[src/rtl/timing_control_team1.sv]
// Basic-computer control front end: sequence counter with timing decode, IR,
// opcode decode, indirect flip-flop I and the start/stop (run) flip-flop S.
module timing_control_team1 #(
   parameter int size = 16
) (
   input  logic            clk,
   input  logic            CLR_GLOBAL,
   input  logic            START,
   input  logic [size-1:0] BUS_IN,
   output logic [15:0]     T,
   output logic [7:0]      D,
   output logic [11:0]     B,
   output logic            I,
   output logic            S,
   output logic [3:0]      SC
);

   typedef enum logic {ST_HALT = 1'b0, ST_RUN = 1'b1} run_state_t;

   run_state_t      state_q, state_d;
   logic [3:0]      sc_q, sc_d;
   logic [size-1:0] ir_q, ir_d;
   logic            i_q, i_d;

   logic [15:0] t_dec;
   logic [7:0]  d_dec;
   logic        r_cyc, p_cyc, clr_sc, hlt;

   always_ff @(posedge clk or posedge CLR_GLOBAL) begin
      if (CLR_GLOBAL) begin
         state_q <= ST_HALT;
         sc_q    <= 4'd0;
         ir_q    <= '0;
         i_q     <= 1'b0;
      end else begin
         state_q <= state_d;
         sc_q    <= sc_d;
         ir_q    <= ir_d;
         i_q     <= i_d;
      end
   end

   always_comb begin
      t_dec   = (state_q == ST_RUN) ? (16'h0001 << sc_q) : 16'h0000;
      d_dec   = 8'h01 << ir_q[14:12];
      r_cyc   = d_dec[7] & ~i_q & t_dec[3];
      p_cyc   = d_dec[7] &  i_q & t_dec[3];
      // End-of-instruction: each opcode class finishes at its own timing step.
      clr_sc  = r_cyc | p_cyc
              | ((d_dec[0] | d_dec[1] | d_dec[2]) & t_dec[5])
              | ((d_dec[3] | d_dec[4]) & t_dec[4])
              | (d_dec[5] & t_dec[5])
              | (d_dec[6] & t_dec[6]);
      hlt     = r_cyc & ir_q[0];

      state_d = state_q;
      sc_d    = sc_q;
      ir_d    = ir_q;
      i_d     = i_q;

      if (state_q == ST_HALT) begin
         sc_d = 4'd0;
         if (START) state_d = ST_RUN;
      end else begin
         sc_d = clr_sc ? 4'd0 : sc_q + 4'd1;
         if (hlt)       state_d = ST_HALT;
         if (t_dec[1])  ir_d    = BUS_IN;
         if (t_dec[2])  i_d     = ir_q[15];
      end
   end

   assign T  = t_dec;
   assign D  = d_dec;
   assign B  = ir_q[11:0];
   assign I  = i_q;
   assign S  = (state_q == ST_RUN);
   assign SC = sc_q;

endmodule

[config.mk]
export PLATFORM = sky130hd
export DESIGN_NAME = timing_control_team1
export DESIGN_NICKNAME = d
export VERILOG_FILES = /design/src/rtl/timing_control_team1.sv
export SDC_FILE = /design/constraint.sdc
export NUM_CORES = 1
export LEC_CHECK = 0
export BUFFER_PORTS_ARGS = -buffer_cell sky130_fd_sc_hd__buf_2
export CORE_ASPECT_RATIO = 2
export CORE_MARGIN = 2
export CORE_UTILIZATION = 46
export DETAILED_ROUTE_END_ITERATION = 6
export GPL_TIMING_DRIVEN = 0
export PLACE_DENSITY_LB_ADDON = 0.12
export SETUP_SLACK_MARGIN = 0.05
export SLEW_MARGIN = 20
export SYNTH_ARGS = -nofsm -noshare
export SYNTH_HDL_FRONTEND = slang
export SYNTH_SLANG_ARGS = --single-unit
[constraint.sdc]
create_clock -name clk -period 2.82 [get_ports clk]
set_input_delay 0.423 -clock clk [delete_from_list [all_inputs] [get_ports clk]]
set_output_delay 0.423 -clock clk [all_outputs]
set_load 0.005 [all_outputs]
==> flow_summary_export.csv <==
group,metric,value,unit
drt,vias,1059,
clocking,cts_tree,"yes",
synthesis,synth_flop_cell,"dfrtp_1",
clocking,cts_sinks,22,
clocking,postCtsSetupBuffers,0,
critical_path,cp_top_family,"simple AND/OR/NAND/NOR gates",
critical_path,end_kind,"primary output",
clocking,cts_buffer_depth,2,
drt,post_drt_via_cell_ratio,5.07,
finish,fin_nets,207,
synthesis,yosysWarningCount,0,
power,p_leak,0.000959,uW
synthesis,avgSynthCellArea,11.5,um2
worst_hold_path,hold_class,"in2async",
power,ir_drop,0.570,mV
timing,slew_violations,0,
critical_path,crit_buf_inv,3,
clocking,ctsRootBufferMaster,"clkbuf_8",
timing,fin_crit,2.25,ns
floorplan,ios,61,
placed_design,dp_hpwl,2.26,mm
synthesis,yosysSeqAreaShare,41.1,%
floorplan,die_area,0.00339,mm2
finish,multi_input_area,622,um2
floorplan,num_rows,27,
clocking,numCtsBuffers,3,
timing,timing.setup.tns,0,ns
grt,grt_util_all_layers,16.9,%
placed_design,numPortBuffers,60,
floorplan,die_h,80.3,um
synthesis,synthCells,117,
clocking,clk_latency,0.25,ns
timing,setup_slack,0.569,ns
timing,fin_crit_sh,79.8,%
power,pwr_density_cell,1100,mW/mm2
synthesis,syn_nets,142,
synthesis,synth_edf_count,0,
critical_path,worst_ep_arrival_time,1.83,ns
timing,setup_viol,0,
grt,grt_max_degree,23,
drt,dr.pass1.iters,3,
clocking,cts.reportedPaths.clkPinSlew,0.07,ns
placed_design,gp_congestion,0.842,
drt,drt_iter0_markers,10,
finish,ff_latch_area,551,um2
floorplan,initial_core_util,48.4,%
drt,post_drt_wl_per_cell,13.0,um
timing,skew,0.00110,ns
critical_path,critPathMaxFanout,10,
grt,grt_pass1_wl,4.51,mm
drt,antenna_left,0,
timing,relSlewSlack,44.4,%
placed_design,dp_slack,0.806,ns
synthesis,synth_seq_cells,22,
synthesis,syn_area,0.00134,mm2
clocking,cts-htree-levels,1,
synthesis,ys_types,32,
outcome,status,"complete, no violations",
finish,areaGrowthSynthToFinish,28.2,%
timing,fmax,444,MHz
critical_path,slowest_stage,"nor3b_4",
finish,n_antenna_cell,0,
critical_path,crit_path_start_kind,"register",
critical_path,path_cells,"inv_1 -> ha_1 -> nor3b_4 -> buf_12 -> buf_2",
critical_path,slowest_delay,0.48,ns
critical_path,required,2.40,ns
grt,gr-total-overflow,0,
job,maxCapViolCount,0,
finish,fillCellCount,263,
floorplan,core_area,0.00277,mm2
drt,drc,0,
finish,drive_above_1_share,57.8,%
clocking,holdBufCountCts,0,
timing,rsz0062_at_grt,"no",
power,power.total,1880,uW
floorplan,die_width,42.2,um
grt,antenna_found_initial,0,
clocking,cts_resized,0,
timing,worst_pin_slew,0.833,ns
synthesis,async_flop_share,100,%
drt,drt-total-wl,2.72,mm
critical_path,crit_type,"reg2out",
timing,finalHoldViolCount,0,
grt,grt_pass1_vias,1067,
[flip-flops by register name, summed over array words and instances (netlist names)]
register	count
SC	4
S	1
I	1
ir_q	16
[logic make-up (layout without fill, tap and decap cells)]
group	Yosys count	after routing	share of synthesized area (%)
DFF	22	22	41.1
muxes	18	18	17.6
xor gates and xnor gates	1	1	0.654
adders and majority gates	6	6	5.60
AOI/OAI and AO/OA	5	5	3.27
and+or+nand+nor	41	41	19.3
buffers and inverters	24	87	12.5
[layout make-up]
type	count	area share (%)
well taps	29	2.11
repair buffers	60	17.5
clock buffers	3	2.40
inverters	5	1.09
flip-flops and latches	22	32.0
plain buffers	19	8.67
multi-input cells	71	36.2
[worst register-to-register path, delay by kind of cell (launching register included)]
kind	cells	cell delay [ns]
DFF	1	0.44
adders and majority gates	1	0.24
muxes	1	0.10
buffers and inverters	1	0.11
and+or+nand+nor	1	0.11
AOI/OAI and AO/OA	1	0.77
[Yosys cell counts (all sizes together), types with 2 or more instances]
| cell type | number | area share (%) |
|---|---|---|
| and3b | 3 | 2.0 |
| nand2 | 5 | 1.4 |
| nor3b | 5 | 3.6 |
| nor2b | 2 | 0.93 |
| inv | 5 | 1.4 |
| nand3 | 3 | 1.1 |
| buf | 19 | 11 |
| nand2b | 2 | 1.5 |
| nor4 | 3 | 1.4 |
| and3 | 6 | 3.1 |
| dfrtp | 22 | 41 |
| nor2 | 8 | 2.2 |
| mux2 | 17 | 17 |
| ha | 6 | 5.6 |
[cell usage in the layout (no fill, tap or decap), drive strengths merged]
master / count
o2111a: 1
mux2i: 1
nor2b: 2
nand2: 5
xor2: 1
buf: 79
nor4b: 1
and3: 6
clkbuf: 3
nand3b: 1
and3b: 3
and2: 1
o32a: 1
o21ai: 1
nand2b: 2
nand3: 3
nor3b: 5
nor4: 3
ha: 6
nor2: 8
inv: 5
a2111oi: 1
nor3: 1
mux2: 17
dfrtp: 22
o21bai: 1
[through the flow]
step | hold slack, ns | instances | instance area, um2 | util [%]
3_5_place_dp | 0.493 | 206 | 1680 | 60.5
2_1_floorplan | 0.412 | 117 | 1340 | -
5_1_grt | 0.385 | 209 | 1720 | 62.0
6_report | 0.328 | 209 | 1720 | 62.0
4_1_cts | 0.347 | 209 | 1720 | 62.0
3_3_place_gp | 0.487 | 206 | 1680 | 60.5
[per-layer routing]
layer  vias to the layer above  GRT usage [%]  part of all wire, %
li1                        515              -                    -
met2                        36           33.7                   60
met5                         -              0                    0
met3                         4           1.80                  4.8
met4                         0           6.88                 0.84
met1                       504           16.8                   34
[report_power, final]
part / total, uW / switching (uW) / internal, uW / leakage, uW
logic: 1120 / 456 / 660 / 0.000679
registers: 583 / 108 / 476 / 0.000259
clock network: 182 / 86.8 / 94.9 / 0.0000216
total: 1880 / 651 / 1230 / 0.000959
[final timing paths]
check | start | endpoint | slack, ns | cells after the start
setup reg to reg | SC[0] | SC[3] | 0.91 | 5
max in group asynchronous | CLR_GLOBAL | ir_q[4] | 1.98 | 2
hold / removal | CLR_GLOBAL | ir_q[11] | 0.33 | 2
hold reg to reg | ir_q[15] | ir_q[15] | 0.51 | 1
min in group clk | BUS_IN[14] | ir_q[14] | 0.40 | 2
setup / recovery | SC[1] | T[1] | 0.57 | 5
Note: power is estimated with default switching activity, not from simulation.
